===== src/rtl/prescaler_multi_if.sv =====
`timescale 1ns/1ps
// prescaler_multi_if
//   Control/status bundle for the multi-channel clock-enable generator.
//   master: drives ratio, mode, load, start, stop, sync_all; observes en, busy.
//   slave : the prescaler itself; observes the controls, drives en and busy.
//   ratio packs CH fields of W bits; channel i lives in ratio[i*W +: W].
interface prescaler_multi_if #(
  parameter int CH = 4,
  parameter int W  = 16
);
  logic [CH*W-1:0] ratio;
  logic [CH-1:0]   mode;
  logic [CH-1:0]   load;
  logic [CH-1:0]   start;
  logic [CH-1:0]   stop;
  logic            sync_all;
  logic [CH-1:0]   en;
  logic [CH-1:0]   busy;

  modport master (
    output ratio, mode, load, start, stop, sync_all,
    input  en, busy
  );

  modport slave (
    input  ratio, mode, load, start, stop, sync_all,
    output en, busy
  );
endinterface


===== src/rtl/prescaler_multi.sv =====
`timescale 1ns/1ps
// prescaler_multi
//   Multi-channel, runtime-programmable clock-enable generator (clk50m domain).
//   Each channel emits a one-cycle en pulse every R clocks (periodic) or a single
//   pulse (one-shot). Channels are fully independent; each owns its own counter.
// Ports
//   clk50m : system clock, all logic on posedge
//   rst    : synchronous reset, active-high
//   bus    : prescaler_multi_if.slave
//              ratio[CH*W]  per-channel ratio R (captured on load)
//              mode[CH]     0 periodic / 1 one-shot (captured on load)
//              load[CH]     capture ratio/mode into channel shadow registers
//              start[CH]    (re)start channel from full count
//              stop[CH]     halt channel, suppress any pulse due this edge
//              sync_all     restart every running channel from full count
//              en[CH]       registered one-cycle enable pulse
//              busy[CH]     channel running
module prescaler_multi #(
  parameter int CH        = 4,
  parameter int W         = 16,
  parameter int RATIO_RST = 50000,
  parameter int AUTORUN   = 1
) (
  input logic                clk50m,
  input logic                rst,
  prescaler_multi_if.slave   bus
);

  typedef enum logic {
    ST_IDLE = 1'b0,
    ST_RUN  = 1'b1
  } state_t;

  localparam logic [W-1:0] RST_RATIO = W'(RATIO_RST);
  localparam logic [W-1:0] RST_CNT   = RST_RATIO - W'(1);
  // A zero reset ratio can never pulse, so such a channel comes out of reset idle.
  localparam state_t       RST_STATE = ((AUTORUN != 0) && (RATIO_RST != 0)) ? ST_RUN : ST_IDLE;

  for (genvar g = 0; g < CH; g++) begin : g_ch
    state_t       state;
    logic [W-1:0] ratio_q;
    logic [W-1:0] cnt;
    logic         mode_q;
    logic         en_q;

    logic [W-1:0] ratio_in;
    logic [W-1:0] start_ratio;
    logic         restart;

    always_comb begin
      ratio_in    = bus.ratio[g*W +: W];
      // load is applied in parallel with start/sync, so a restart on the same
      // edge must already use the freshly loaded ratio.
      start_ratio = bus.load[g] ? ratio_in : ratio_q;
      // sync_all only touches channels that are currently running.
      restart     = bus.start[g] | (bus.sync_all & (state == ST_RUN));
    end

    always_ff @(posedge clk50m) begin
      if (rst) begin
        ratio_q <= RST_RATIO;
        mode_q  <= 1'b0;
        cnt     <= RST_CNT;
        state   <= RST_STATE;
        en_q    <= 1'b0;
      end else begin
        if (bus.load[g]) begin
          ratio_q <= ratio_in;
          mode_q  <= bus.mode[g];
        end

        if (bus.stop[g]) begin
          state <= ST_IDLE;
          en_q  <= 1'b0;
        end else if (restart) begin
          en_q <= 1'b0;
          if (start_ratio == '0) begin
            state <= ST_IDLE;
          end else begin
            state <= ST_RUN;
            cnt   <= start_ratio - W'(1);
          end
        end else if (state == ST_RUN) begin
          if (cnt == '0) begin
            en_q <= 1'b1;
            // Reload uses ratio_q as it stands now: a load earlier in this period
            // takes effect here. A ratio loaded as zero mid-run ends the channel
            // after this terminal pulse instead of wrapping the counter.
            if (ratio_q != '0) begin
              cnt <= ratio_q - W'(1);
            end
            if (mode_q || (ratio_q == '0)) begin
              state <= ST_IDLE;
            end
          end else begin
            en_q <= 1'b0;
            cnt  <= cnt - W'(1);
          end
        end else begin
          en_q <= 1'b0;
        end
      end
    end

    assign bus.en[g]   = en_q;
    assign bus.busy[g] = (state == ST_RUN);
  end

endmodule


===== src/flat_wrapper.sv =====
// flat-port wrapper written by rule: the top's interface ports become plain ports
module prescaler_multi_flat 
#(
  parameter int CH        = 4,
  parameter int W         = 16,
  parameter int RATIO_RST = 50000,
  parameter int AUTORUN   = 1
)
  (clk50m, rst, bus_ratio, bus_mode, bus_load, bus_start, bus_stop, bus_sync_all, bus_en, bus_busy);
  prescaler_multi_if #(.CH(CH), .W(W)) bus_i ();
  input logic clk50m;
  input logic rst;
  input wire logic [$bits(bus_i.ratio)-1:0] bus_ratio;
  input wire logic [$bits(bus_i.mode)-1:0] bus_mode;
  input wire logic [$bits(bus_i.load)-1:0] bus_load;
  input wire logic [$bits(bus_i.start)-1:0] bus_start;
  input wire logic [$bits(bus_i.stop)-1:0] bus_stop;
  input wire logic [$bits(bus_i.sync_all)-1:0] bus_sync_all;
  output wire logic [$bits(bus_i.en)-1:0] bus_en;
  output wire logic [$bits(bus_i.busy)-1:0] bus_busy;
  assign bus_i.ratio = bus_ratio;
  assign bus_i.mode = bus_mode;
  assign bus_i.load = bus_load;
  assign bus_i.start = bus_start;
  assign bus_i.stop = bus_stop;
  assign bus_i.sync_all = bus_sync_all;
  assign bus_en = bus_i.en;
  assign bus_busy = bus_i.busy;
  prescaler_multi #(.CH(CH), .W(W), .RATIO_RST(RATIO_RST), .AUTORUN(AUTORUN)) u_core (.clk50m(clk50m), .rst(rst), .bus(bus_i));
endmodule

===== config.mk =====
export PLATFORM = sky130hd
export DESIGN_NAME = prescaler_multi_flat
export DESIGN_NICKNAME = d
export VERILOG_FILES = /design/src/rtl/prescaler_multi_if.sv /design/src/rtl/prescaler_multi.sv /design/src/flat_wrapper.sv
export SDC_FILE = /design/constraint.sdc
export NUM_CORES = 1
export LEC_CHECK = 0
export ABC_AREA = 1
export BUFFER_PORTS_ARGS = -buffer_cell sky130_fd_sc_hd__buf_2
export CAP_MARGIN = 10
export CORE_UTILIZATION = 30
export CTS_BUF_LIST = sky130_fd_sc_hd__clkbuf_2 sky130_fd_sc_hd__clkbuf_4 sky130_fd_sc_hd__clkbuf_8
export CTS_CLUSTER_DIAMETER = 120
export DETAILED_ROUTE_END_ITERATION = 12
export GPL_TIMING_DRIVEN = 0
export PLACE_DENSITY = 0.45
export SYNTH_ARGS = -nofsm -noshare
export SYNTH_HDL_FRONTEND = slang
export SYNTH_SLANG_ARGS = --single-unit

===== constraint.sdc =====
create_clock -name clk50m -period 2.9 [get_ports clk50m]
set_input_delay 0.29 -clock clk50m [delete_from_list [all_inputs] [get_ports clk50m]]
set_output_delay 0.29 -clock clk50m [all_outputs]
set_load 0.01 [all_outputs]

==> flow_metrics.py <==
metrics = {
    "outcome": {
        "status": "completed",
    },
    "setup_path": {
        "path_cells": "nor2_1, nand2_1, nor2_2, buf_4, nand3_1, nand2_1, nand2_1, ha_1, nand3_1, inv_1, nand3_1, nand3_1, nand2_1, inv_1",
        "cp.depth": 14,
        "crit_fanout": 10,
        "crit_type": "register to register",
        "critPathSlowestCell": "dfxtp_1",
        "start_kind": "register",
        "end_kind": "register",
        "crit_buf_inv": 3,
        "cp.arrival_ps": 2820,
        "worst_r2r_path_depth": 14,
        "required_ps": 3300,
        "max_stage_delay_ps": 350,
        "critPathTopFamily": "simple AND/OR/NAND/NOR gates",
    },
    "cells_and_area": {
        "drive_above_1_share": 0.176,
        "diodes": 0,
        "layout.cells.non_filler": 2053,
        "area_delta_synth_final_pct": 14.0,
        "fin_nets": 1732,
    },
    "logic_synthesis": {
        "avgSynthCellArea_um2": 6.19,
        "synthArstFlopShare": 0,
        "synth_most_common_cell": "nand2_1",
        "ys_top_cells_by_area": "dfxtp_1 29%, nand2_1 15%, inv_1 8.4%",
        "seq_area_frac_synth": 0.295,
        "synth_top_area_frac": 0.295,
        "syn-cell-area_mm2": 0.00951,
        "yosys.area.top_type": "dfxtp_1",
        "ys_types": 50,
        "synth_edf_count": 0,
        "synth_nets": 1623,
        "synthCells": 1536,
        "synth_seq_cells": 140,
        "synth_top_cells_by_count": "375 x nand2_1, 214 x inv_1, 203 x nor2_1, 148 x nand3_1, 140 x dfxtp_1",
        "yosys_warnings": 0,
        "synth_ff_type": "dfxtp_1",
    },
    "placement": {
        "place_congestion": 0.875,
        "placed_cells": 2021,
        "dpl_worst_slack_ps": 439,
        "dp_hpwl_um": 25400,
        "port_buffers": 89,
    },
    "cts": {
        "cts_htree_levels": 4,
        "cts.path.max_buffers": 2,
        "cts_tree": "built",
        "clkLatencyLatePin_ps": 500,
        "cts_buffers": 17,
        "cts.clk_slew.worst_paths_ps": 90,
        "clock_tree.root_cell": "clkbuf_8",
        "clock_sinks": 140,
        "post_cts_buffers": 0,
    },
    "hold_path": {
        "whs_path_depth": 3,
        "worstHoldPathType": "input port to register",
    },
    "global_routing": {
        "grt_pass1_wl_um": 51900,
        "grt-ovfl-total": 0,
        "grt_max_degree": 17,
        "antenna_found_initial": 0,
        "grt_pass1_vias": 9551,
        "grt_usage": 0.203,
    },
    "route": {
        "viasPerCell": 4.73,
        "antenna_left": 0,
        "drt-wirelength-per-cell_um": 15.6,
        "drt_iter0_markers": 566,
        "met2_length_um": 14500,
        "top_layer_used": "met4",
        "wl_met3_um": 1220,
        "drc": 0,
        "via_count": 9718,
        "dr.pass1.iters": 5,
        "wl_met1_um": 16100,
        "wl_um": 32100,
    },
    "floorplanning": {
        "die_height_um": 180,
        "die_area_mm2": 0.0324,
        "die_w_um": 180,
        "io-pin-count": 91,
        "placementRows": 64,
        "core_area_mm2": 0.0309,
        "initial_core_util": 0.308,
    },
    "sta": {
        "setup_viol": 0,
        "period_share": 0.834,
        "tightest_slew_ps": 1040,
        "slew_headroom": 0.309,
        "hold_slack_ps": 28.8,
        "timing.final.max_slew_violations": 0,
        "timing.fmax_mhz": 414,
        "period_minus_slack_ps": 2420,
        "finalHoldViolCount": 0,
        "skew_ps": 16.9,
        "fin_tns_setup_ps": 0,
        "rsz0062_at_grt": "no",
        "setup_ws_ps": 483,
    },
    "power": {
        "finalPower_mw": 5.12,
        "power.leakage_nw": 5.18,
        "p_per_area_mw_per_mm2": 472,
        "ir_worst_vdd_uv": 261,
    },
    "flow_run": {
        "maxCapViolCount": 0,
    },
}
## where the power goes
| part | internal (mW) | switching [mW] |
|---|---|---|
| clock | 0.759 | 0.893 |
| combinational | 0.430 | 0.850 |
| sequential | 2.07 | 0.118 |
## cell type report
| type | count | area [um2] |
|---|---|---|
| tap | 396 | 495 |
| inverter | 235 | 887 |
| fill | 3479 | 20100 |
| buffer | 63 | 460 |
| timing repair buffer | 90 | 455 |
| clock buffer | 17 | 234 |
| multi-input combinational | 1098 | 5360 |
| clock inverter | 14 | 149 |
| sequential | 140 | 2800 |
## path summary, 6_finish.rpt
check / from / endpoint / slack, ps
setup / recovery: u_core.g_ch[1].cnt[2] / u_core.g_ch[1].cnt[12] / 480
hold / removal: bus_ratio[9] / u_core.g_ch[0].ratio_q[9] / 30
setup reg to reg: u_core.g_ch[1].cnt[2] / u_core.g_ch[1].cnt[12] / 480
hold reg to reg: u_core.g_ch[3].mode_q / u_core.g_ch[3].mode_q / 470
## layer usage
metal / up-vias / GRT usage
met2: 190 / 0.332
met1: 4447 / 0.281
met5: - / 0
li1: 5066 / -
met4: 0 / 0.0421
met3: 15 / 0.0317
## kinds of logic (layout without fill, tap and decap cells)
logic type | Yosys count | in the layout | share of synthesized area
and+or+nand+nor | 877 | 877 | 0.420
DFF | 140 | 140 | 0.295
adders and majority gates | 4 | 4 | 0.00526
muxes | 3 | 3 | 0.00316
buffers and inverters | 298 | 419 | 0.142
xor gates and xnor gates | 9 | 9 | 0.00829
AOI/OAI and AO/OA | 205 | 205 | 0.127
## metrics by stage
step	util	area, um2
after global routing	0.351	10800
final	0.351	10800
after global placement	0.338	10400
after CTS	0.351	10800
after detailed placement	0.338	10400
after floorplan	-	9510
## cell usage in the layout, fill, tap and decap left out, types with 3 or more instances in the layout
| cell type | instances |
|---|---|
| a21oi_1 | 62 |
| buf_2 | 100 |
| nor4_1 | 14 |
| o21a_1 | 7 |
| nand3_1 | 148 |
| nand2_2 | 20 |
| buf_4 | 19 |
| o21ai_2 | 3 |
| nor2_2 | 27 |
| nand2_1 | 375 |
| clkbuf_1 | 12 |
| clkinvlp_4 | 4 |
| clkinv_4 | 4 |
| o21ai_1 | 22 |
| or2_2 | 6 |
| inv_1 | 214 |
| a21oi_2 | 9 |
| buf_1 | 3 |
| xor2_1 | 7 |
| nand3_2 | 12 |
| clkinv_2 | 3 |
| nand3b_1 | 4 |
| dfxtp_1 | 140 |
| mux2i_1 | 3 |
| nand4_1 | 20 |
| clkbuf_8 | 17 |
| a21oi_4 | 6 |
| inv_2 | 17 |
| o211ai_2 | 3 |
| nor3_1 | 18 |
| nor2_1 | 203 |
| nor2_4 | 12 |
| ha_1 | 4 |
| buf_6 | 17 |
| or2_1 | 7 |
| o21ai_0 | 84 |
## flip-flops by register name, indices dropped and copies added, names as in the netlist
| name | flops |
|---|---|
| u_core.g_ch.ratio_q | 64 |
| u_core.g_ch.en_q | 4 |
| u_core.g_ch.state | 4 |
| u_core.g_ch.mode_q | 4 |
| u_core.g_ch.cnt | 64 |
## timing repair
action	CTS	global route
resized for setup	0	0
hold buffers	1	0
hold endpoints to repair	1	0
## worst reg2reg max path: cells and delay by family, from the launching register on
family        cells  cell delay (ps)
flops             1              350
fa+ha+maj         1              230
simple gates     10             1320
buf+inv           3              440
(Power assumes the default switching activity.)
